==> src/rtl/hasti_arbiter.sv <==
// hasti_arbiter
//   Shares one AHB-lite (HASTI) slave port between two masters. Address and
//   control of the granted master pass straight through to the slave; write
//   data follows the registered data-phase owner. A master whose data phase
//   completes while its next address phase is held off gets its response
//   buffered and delivered when that address phase is finally accepted.
//
// Parameters
//   RR        1 = round-robin between the masters, 0 = fixed priority (m0 wins)
// Ports
//   hclk, hresetn            bus clock, asynchronous active-low reset
//   m0_* / m1_*              master-side buses: haddr, hwrite, hsize, hburst,
//                            hmastlock, hprot, htrans, hwdata in;
//                            hrdata, hready, hresp out
//   s_*                      shared slave bus, same signals, directions reversed
module hasti_arbiter #(
  parameter bit RR = 1'b1
) (
  input  logic        hclk,
  input  logic        hresetn,
  // master 0
  input  logic [31:0] m0_haddr,
  input  logic        m0_hwrite,
  input  logic [2:0]  m0_hsize,
  input  logic [2:0]  m0_hburst,
  input  logic        m0_hmastlock,
  input  logic [3:0]  m0_hprot,
  input  logic [1:0]  m0_htrans,
  input  logic [31:0] m0_hwdata,
  output logic [31:0] m0_hrdata,
  output logic        m0_hready,
  output logic        m0_hresp,
  // master 1
  input  logic [31:0] m1_haddr,
  input  logic        m1_hwrite,
  input  logic [2:0]  m1_hsize,
  input  logic [2:0]  m1_hburst,
  input  logic        m1_hmastlock,
  input  logic [3:0]  m1_hprot,
  input  logic [1:0]  m1_htrans,
  input  logic [31:0] m1_hwdata,
  output logic [31:0] m1_hrdata,
  output logic        m1_hready,
  output logic        m1_hresp,
  // shared slave
  output logic [31:0] s_haddr,
  output logic        s_hwrite,
  output logic [2:0]  s_hsize,
  output logic [2:0]  s_hburst,
  output logic        s_hmastlock,
  output logic [3:0]  s_hprot,
  output logic [1:0]  s_htrans,
  output logic [31:0] s_hwdata,
  input  logic [31:0] s_hrdata,
  input  logic        s_hready,
  input  logic        s_hresp
);

  localparam logic [1:0] HTRANS_IDLE   = 2'b00;
  localparam logic [1:0] HTRANS_NONSEQ = 2'b10;
  localparam logic [1:0] HTRANS_SEQ    = 2'b11;

  typedef enum logic [1:0] {
    GNT_NONE = 2'd0,
    GNT_M0   = 2'd1,
    GNT_M1   = 2'd2
  } gnt_e;

  gnt_e        gnt_r, gnt_s;
  logic        last_r;      // 0 = m0, 1 = m1 (round-robin pointer)
  logic        downer_r;    // data-phase owner: 0 = m0, 1 = m1
  logic        dvalid_r;
  logic        pend0_r, pend1_r;
  logic        hold0_resp_r, hold1_resp_r;
  logic [31:0] hold0_r, hold1_r;

  logic        req0_s, req1_s, own0_s, own1_s, gnt0_s, gnt1_s, sel_m1_s;
  logic [1:0]  gnt_htrans_s;

  // hready seen by one master, before reset gating.
  function automatic logic slot_ready(input logic pend, input logic own,
                                      input logic req, input logic gnt,
                                      input logic s_rdy);
    logic rdy;
    if (pend) begin
      rdy = gnt & s_rdy;              // buffered response released on acceptance
    end else if (own) begin
      rdy = (req && !gnt) ? 1'b0 : s_rdy;
    end else if (req) begin
      rdy = gnt ? s_rdy : 1'b0;
    end else begin
      rdy = 1'b1;
    end
    return rdy;
  endfunction

  assign req0_s = m0_htrans[1];
  assign req1_s = m1_htrans[1];
  assign own0_s = dvalid_r & ~downer_r;
  assign own1_s = dvalid_r &  downer_r;
  assign gnt0_s = (gnt_s == GNT_M0);
  assign gnt1_s = (gnt_s == GNT_M1);

  // Arbitration: frozen while the slave stalls, bursts and locked owners keep the bus.
  always_comb begin
    gnt_s = GNT_NONE;
    if (!hresetn) begin
      gnt_s = GNT_NONE;
    end else if (!s_hready) begin
      gnt_s = gnt_r;
    end else if (gnt_r == GNT_M0 && m0_htrans == HTRANS_SEQ) begin
      gnt_s = GNT_M0;
    end else if (gnt_r == GNT_M1 && m1_htrans == HTRANS_SEQ) begin
      gnt_s = GNT_M1;
    end else if (own0_s && m0_hmastlock && req0_s) begin
      gnt_s = GNT_M0;
    end else if (own1_s && m1_hmastlock && req1_s) begin
      gnt_s = GNT_M1;
    end else if (req0_s && req1_s) begin
      if (RR && !last_r) begin
        gnt_s = GNT_M1;
      end else begin
        gnt_s = GNT_M0;
      end
    end else if (req0_s) begin
      gnt_s = GNT_M0;
    end else if (req1_s) begin
      gnt_s = GNT_M1;
    end else begin
      gnt_s = GNT_NONE;
    end
  end

  // Slave address/control mux; with no grant the idle cycle borrows the last master's fields.
  always_comb begin
    sel_m1_s = gnt1_s | ((gnt_s == GNT_NONE) & last_r);
    if (sel_m1_s) begin
      s_haddr     = m1_haddr;
      s_hwrite    = m1_hwrite;
      s_hsize     = m1_hsize;
      s_hburst    = m1_hburst;
      s_hmastlock = m1_hmastlock;
      s_hprot     = m1_hprot;
      gnt_htrans_s = m1_htrans;
    end else begin
      s_haddr     = m0_haddr;
      s_hwrite    = m0_hwrite;
      s_hsize     = m0_hsize;
      s_hburst    = m0_hburst;
      s_hmastlock = m0_hmastlock;
      s_hprot     = m0_hprot;
      gnt_htrans_s = m0_htrans;
    end
    if (gnt_s == GNT_NONE) begin
      s_htrans = HTRANS_IDLE;
    end else begin
      s_htrans = gnt_htrans_s;
    end
    if (!dvalid_r) begin
      s_hwdata = 32'h0;
    end else if (downer_r) begin
      s_hwdata = m1_hwdata;
    end else begin
      s_hwdata = m0_hwdata;
    end
  end

  // Master responses; forced to idle values while reset is asserted.
  always_comb begin
    m0_hready = 1'b1;
    m0_hresp  = 1'b0;
    m0_hrdata = 32'h0;
    m1_hready = 1'b1;
    m1_hresp  = 1'b0;
    m1_hrdata = 32'h0;
    if (hresetn) begin
      m0_hready = slot_ready(pend0_r, own0_s, req0_s, gnt0_s, s_hready);
      m0_hresp  = pend0_r ? hold0_resp_r : (own0_s ? s_hresp : 1'b0);
      m0_hrdata = pend0_r ? hold0_r : s_hrdata;
      m1_hready = slot_ready(pend1_r, own1_s, req1_s, gnt1_s, s_hready);
      m1_hresp  = pend1_r ? hold1_resp_r : (own1_s ? s_hresp : 1'b0);
      m1_hrdata = pend1_r ? hold1_r : s_hrdata;
    end else begin
      m0_hready = 1'b1;
      m1_hready = 1'b1;
    end
  end

  // Grant, data-phase owner and round-robin pointer.
  always_ff @(posedge hclk or negedge hresetn) begin
    if (!hresetn) begin
      gnt_r    <= GNT_NONE;
      last_r   <= 1'b1;
      downer_r <= 1'b0;
      dvalid_r <= 1'b0;
    end else begin
      gnt_r <= gnt_s;
      if (s_hready) begin
        downer_r <= gnt1_s;
        dvalid_r <= (gnt_s != GNT_NONE) && (gnt_htrans_s != HTRANS_IDLE);
        if (gnt_s != GNT_NONE && gnt_htrans_s == HTRANS_NONSEQ) begin
          last_r <= gnt1_s;
        end else begin
          last_r <= last_r;
        end
      end else begin
        downer_r <= downer_r;
        dvalid_r <= dvalid_r;
      end
    end
  end

  // Response buffers: capture when an owner's data completes but its next address is held off.
  always_ff @(posedge hclk or negedge hresetn) begin
    if (!hresetn) begin
      pend0_r      <= 1'b0;
      pend1_r      <= 1'b0;
      hold0_r      <= 32'h0;
      hold1_r      <= 32'h0;
      hold0_resp_r <= 1'b0;
      hold1_resp_r <= 1'b0;
    end else begin
      if (pend0_r) begin
        pend0_r <= ~(gnt0_s & s_hready);
      end else if (s_hready && own0_s && req0_s && !gnt0_s) begin
        pend0_r      <= 1'b1;
        hold0_r      <= s_hrdata;
        hold0_resp_r <= s_hresp;
      end else begin
        pend0_r <= 1'b0;
      end
      if (pend1_r) begin
        pend1_r <= ~(gnt1_s & s_hready);
      end else if (s_hready && own1_s && req1_s && !gnt1_s) begin
        pend1_r      <= 1'b1;
        hold1_r      <= s_hrdata;
        hold1_resp_r <= s_hresp;
      end else begin
        pend1_r <= 1'b0;
      end
    end
  end

endmodule
==> config.mk <==
export PLATFORM = sky130hd
export DESIGN_NAME = hasti_arbiter
export DESIGN_NICKNAME = d
export VERILOG_FILES = /design/src/rtl/hasti_arbiter.sv
export SDC_FILE = /design/constraint.sdc
export NUM_CORES = 1
export LEC_CHECK = 0
export CELL_PAD_IN_SITES_DETAIL_PLACEMENT = 1
export CELL_PAD_IN_SITES_GLOBAL_PLACEMENT = 1
export CORE_AREA = 3 3 175 134
export DETAILED_ROUTE_END_ITERATION = 10
export DIE_AREA = 0 0 178 137
export PLACE_DENSITY = 0.78
export SYNTH_ARGS = -nofsm -noshare
export SYNTH_HDL_FRONTEND = slang
export SYNTH_SLANG_ARGS = --single-unit
==> constraint.sdc <==
create_clock -name hclk -period 2.2 [get_ports hclk]
set_input_delay 0.22 -clock hclk [delete_from_list [all_inputs] [get_ports hclk]]
set_output_delay 0.22 -clock hclk [all_outputs]
set_load 0.005 [all_outputs]
## Word-level counts from Yosys, hierarchy flattened

Index checks and enable logic that the tools add are counted.

| word-level totals | value |
|---|---|
| input port bits | 192 |
| word-level logic and storage cells | 99 |
| register bits after elaboration | 73 |

| cells by class | value |
|---|---|
| bitwise logic cells | 11 |
| eq/ne operators | 7 |
| reduce and logical (&&, ||, !) cells | 25 |
| mux-type cells | 46 |

Operator list:

| kind | number |
|---|---|
| $mux 32 | 7 |
| $mux 1 | 24 |
| $mux 2 | 12 |
| $logic_and 1x1->1 | 17 |
| $eq 2x2->1 const B | 5 |
| $mux 3 | 2 |
| $reduce_and 2->1 | 3 |
| $and 1x1->1 | 5 |
| $not 1->1 | 5 |
| $eq 2x1->1 const B | 2 |
| $mux 4 | 1 |
| $reduce_bool 2->1 | 2 |
| $logic_not 1->1 | 2 |
| $logic_not 2->1 | 1 |
| $or 1x1->1 | 1 |

## Depth between registers and ports, before layout

| logic depth | value |
|---|---|
| depth in word-level cells | 16 |
| gate-level depth with buffers | 8 |
| mapped depth without buffers | 5 |

## Worst setup path before layout

No wires, ideal clock.

| path | value |
|---|---|
| path kind | register -> register |
| start | register last_r |
| end | register hold1_r[16] |
| required time | 2075 ps |
| clock period less this slack | 2152 ps |
| buffers on the path | 1 |
| setup slack | 48 ps |
| stages on the path, launching flop included | 7 |
| library setup time | 125 ps |
| arrival | 2027 ps |
| cells stage by stage | dfstp_2 > and2b_1 > nor4_2 > nor4_1 > nor3_2 > buf_6 > mux2_2 |

| between the ends | value |
|---|---|
| longest elaborated chain between the ends | 12 |

RTL lines:

| item | RTL line | RTL |
|---|---|---|
| start, declared | 70 | `logic last_r;` |
| start signal, assigned | 202 | `last_r <= gnt1_s;` |
| start signal, assigned | 204 | `last_r <= last_r;` |
| $mux 2 | 120 | `if (RR && !last_r) begin` |
| $mux 2 | 119 | `end else if (req0_s && req1_s) begin` |
| $mux 2 | 117 | `end else if (own1_s && m1_hmastlock && req1_s) begin` |
| $mux 2 | 115 | `end else if (own0_s && m0_hmastlock && req0_s) begin` |
| $mux 2 | 113 | `end else if (gnt_r == GNT_M1 && m1_htrans == HTRANS_SEQ) begin` |
| $mux 2 | 111 | `end else if (gnt_r == GNT_M0 && m0_htrans == HTRANS_SEQ) begin` |
| $mux 2 | 109 | `end else if (!s_hready) begin` |
| $mux 2 | 107 | `if (!hresetn) begin` |
| $eq 2x2->1 | 102 | `assign gnt1_s = (gnt_s == GNT_M1);` |
| $logic_not 1->1 | 234 | `end else if (s_hready && own1_s && req1_s && !gnt1_s) begin` |
| $logic_and 1x1->1 | 234 |  |
| $reduce_and 2->1 (no line) | - |  |
| end signal, assigned | 236 | `hold1_r <= s_hrdata;` |
| end, declared | 75 | `logic [31:0] hold0_r, hold1_r;` |

No other way between the ends.
A chain may end at the register's enable or synchronous reset.

## Worst setup path in the final report

| path | value |
|---|---|
| start | register last_r |
| end | output port s_haddr[0] |

| between the ends | value |
|---|---|
| longest elaborated chain between the ends | 12 |

RTL lines:

| item | RTL line | RTL |
|---|---|---|
| $mux 2 | 120 |  |
| $mux 2 | 119 |  |
| $mux 2 | 117 |  |
| $mux 2 | 115 |  |
| $mux 2 | 113 |  |
| $mux 2 | 111 |  |
| $mux 2 | 109 |  |
| $mux 2 | 107 |  |
| $logic_not 2->1 | 136 | `sel_m1_s = gnt1_s \| ((gnt_s == GNT_NONE) & last_r);` |
| $and 1x1->1 | 136 |  |
| $or 1x1->1 * | 136 |  |
| $mux 32 * | 137 | `if (sel_m1_s) begin` |
| end, declared | 46 | `output logic [31:0] s_haddr,` |

Every way passes the cells marked *; elsewhere a longest branch is shown, timed or not.

==> results by group <==
Run status
  • Status: finished, violations left
  • Failing checks: setup timing

Synth
  • Yosys reg bits: 73
  • Fraction of registers with async set/reset: 100.0%
  • Synth cell types: 47
  • Yosys Warn Count: 0
  • Syn_area_per_cell: 11.27 um^2
  • Most frequently used flop master after synthesis: dfrtp_1
  • Sequential area share after synthesis: 33.73%
  • Mapped Area: 5419 um^2
  • Syn Nets: 673
  • Syn Inst Count: 481
  • Post-synth EDFFs: 0

Power
  • Total power: 6.830 mW
  • Lkg Pwr: 4.457 nW
  • Peak supply drop: 0.3450 mV
  • Pwr/cell area: 654.9 nW/um^2

Cells and area
  • Final nets: 1068
  • Share of layout cells above drive strength 1: 31.82%
  • Fin cells: 1176
  • # fillers: 2363
  • P&R area growth vs syn: 92.45%

Clock tree
  • Deepest clock path buffer count: 2
  • Clk sinks: 73
  • Worst skew pair latency: 0.33 ns
  • CTS tree: yes
  • H-tree depth: 3
  • CTS Buf Count: 9
  • Clk slew on worst S/H paths: 0.06 ns
  • CTS root buf: clkbuf_16

Timing
  • Count of final setup violators: 114
  • Layout Skew: 0.004169 ns
  • Achievable Freq: 0.3759 GHz
  • Final WS setup: -0.4600 ns
  • Tmin final: 2.660 ns
  • Worst slew pin tran: 0.4564 ns
  • Max-slew headroom: 69.57%
  • RSZ-0062 raised after global routing: true
  • Worst hold margin: 0.03557 ns
  • Final hold violation count: 0
  • Period utilization: 120.9%
  • Setup_tns: -44.58 ns
  • Max Slew Vio Count: 0

Flow run
  • Max cap viols: 0

Drt
  • Routed wire length: 25120 um
  • WL per Instance: 21.36 um
  • Post-route ant nets: 0
  • DRC Markers: 0
  • DR iter-0 viols: 178
  • Via density: 4.491
  • Routed vias: 5282
  • Drt first pass iters: 4

Floorplan
  • Die Y: 137 um
  • Die W: 178 um
  • IO Pins: 338
  • Die area: 24390 um^2
  • Core area: 21930 um^2
  • Starting Density: 24.70%
  • Row count: 47

Placement
  • Post-place setup slack: -0.5762 ns
  • Placed cells: 1126
  • Post-DP HPWL: 19090 um
  • Final Wtd Congestion: 0.8918
  • IO Port Bufs: 337

GRT
  • Met2 GRT Util: 36.64%
  • Total grt overflow: 0
  • GRT busiest layer: met2
  • GRT Resource Usage Total: 20.05%
  • Largest net degree at the start of global routing: 93
  • Initial antenna violation count: 6
  • Met3 Usage GRT: 8.791%
  • First-pass GRT wire length: 36560 um
  • Vias in the first global route: 5890
  • Met1 Use GR: 21.40%

Setup path
  • Crit. End Element: primary output
  • Worst Path Arrival: 2.44 ns
  • WP data required: 1.98 ns
  • CP max FO: 14
  • Critical path startpoint category: flop
  • WS Path Type: flop to primary output

Min path
  • Min-delay worst type: primary input to async pin
## worst paths after layout
path / startpoint / end / slack, ns / cells after the start
min in group hclk: hresetn / gnt_r[1]$_DFF_PN0_ / 0.27 / 3
max in group asynchronous: hresetn / last_r$_DFFE_PN1P_ / 1.63 / 3
max: last_r$_DFFE_PN1P_ / s_haddr[0] / -0.46 / 9
min reg2reg: hold0_r[19]$_DFFE_PN0P_ / hold0_r[19]$_DFFE_PN0P_ / 0.51 / 1
max reg2reg: last_r$_DFFE_PN1P_ / hold0_r[17]$_DFFE_PN0P_ / -0.44 / 10
min: hresetn / gnt_r[0]$_DFF_PN0_ / 0.04 / 3
## cell families after synthesis
logic type | Yosys count | synth area share [%]
compound gates | 28 | 3.648
buf+inv | 42 | 4.664
flops | 73 | 33.73
mux | 208 | 43.06
simple gates | 130 | 14.89
## cells in the mapped netlist (2+ instances only)
master	number	area (um^2)
nor2b_1	99	619.3
mux2i_1	97	970.9
mux2_2	77	867.1
dfrtp_1	72	1802
mux2_4	30	450.4
clkbuf_1	12	45.04
buf_1	9	33.78
nand2_1	8	30.03
buf_2	7	35.03
a21oi_1	6	30.03
inv_1	5	18.77
nor2_1	5	18.77
buf_6	4	45.04
mux2_1	4	45.04
o211ai_1	4	30.03
and2_1	3	18.77
buf_12	3	60.06
a31oi_1	2	12.51
buf_4	2	15.01
nand4b_1	2	17.52
o21ai_0	2	10.01
o22ai_1	2	12.51
o31ai_1	2	15.01
## area by class of cell
cell class / instances / area (um^2) / share of cell area, %
multi-input combinational: 366 / 3561 / 34.15
sequential: 73 / 1832 / 17.56
inverter: 5 / 18.77 / 0.1800
clock buffer: 10 / 239.0 / 2.292
clock inverter: 5 / 56.30 / 0.5399
timing repair buffer: 421 / 4349 / 41.70
antenna: 2 / 5.005 / 0.04799
tap: 294 / 367.9 / 3.527
## flip-flops by register name, indices dropped and copies added (netlist names)
register and count:
hold0_r 32, gnt_r 2, downer_r 1, pend1_r 1, hold0_resp_r 1, hold1_resp_r 1
hold1_r 32, pend0_r 1, last_r 1, dvalid_r 1
## cells in the final DEF, fill, tap and decap left out, types with 2 or more instances in the layout
| master | count |
|---|---|
| inv_1 | 5 |
| mux2_2 | 43 |
| and2_1 | 3 |
| diode_2 | 2 |
| buf_16 | 8 |
| buf_8 | 3 |
| dfrtp_2 | 3 |
| o31ai_1 | 2 |
| a31oi_1 | 2 |
| nor2b_1 | 98 |
| clkdlybuf4s50_1 | 279 |
| nand2_1 | 8 |
| buf_6 | 32 |
| clkinv_2 | 2 |
| dlymetal6s2s_1 | 7 |
| a21oi_2 | 3 |
| buf_2 | 26 |
| mux2i_1 | 97 |
| mux2_4 | 68 |
| a21oi_1 | 3 |
| clkbuf_16 | 9 |
| buf_12 | 17 |
| o22ai_1 | 2 |
| buf_4 | 46 |
| o211ai_1 | 4 |
| dlygate4sd2_1 | 2 |
| dfrtp_1 | 69 |
| or4_4 | 2 |
| nor2_1 | 5 |
| o21ai_1 | 2 |
| nand4b_1 | 2 |
## what timing repair did
action / in CTS / in global routing
endpoints found under the hold margin: 4 / 0
hold buffers: 1 / 0
gates cloned: 9 / 0
buffers inserted: 24 / 0
gates resized for setup: 290 / 11
pin swaps: 11 / 1
setup endpoints to repair: 155 / 122
## per-stage QoR
stage | cell area (um^2) | utilization, %
2_1_floorplan | 5419 | -
3_3_place_gp | 9428 | 42.98
3_5_place_dp | 9428 | 42.98
4_1_cts | 10390 | 47.35
5_1_grt | 10420 | 47.52
6_report | 10430 | 47.54
## layer usage
| layer | vias up | routed length (um) |
|---|---|---|
| met2 | 186 | 13180 |
| met1 | 2554 | 9304 |
| li1 | 2500 | - |
| met3 | 32 | 2159 |
| met5 | - | 65 |
| met4 | 10 | 406 |
## where the power goes
group	internal [mW]	total (mW)	switching [mW]
clock network	0.901	1.48	0.582
logic	2.15	3.26	1.11
registers	1.80	2.09	0.286
## critical path: stages, from the launching register on
cell	delay (ns)
dfstp_2	0.54
and2b_1	0.23
buf_6	0.14
nor4_4	0.19
o21bai_2	0.13
o21a_2	0.17
buf_12	0.14
buf_12	0.14
mux2_2	0.27
buf_2	0.14
No activity file was read; power rests on OpenSTA's default activity.
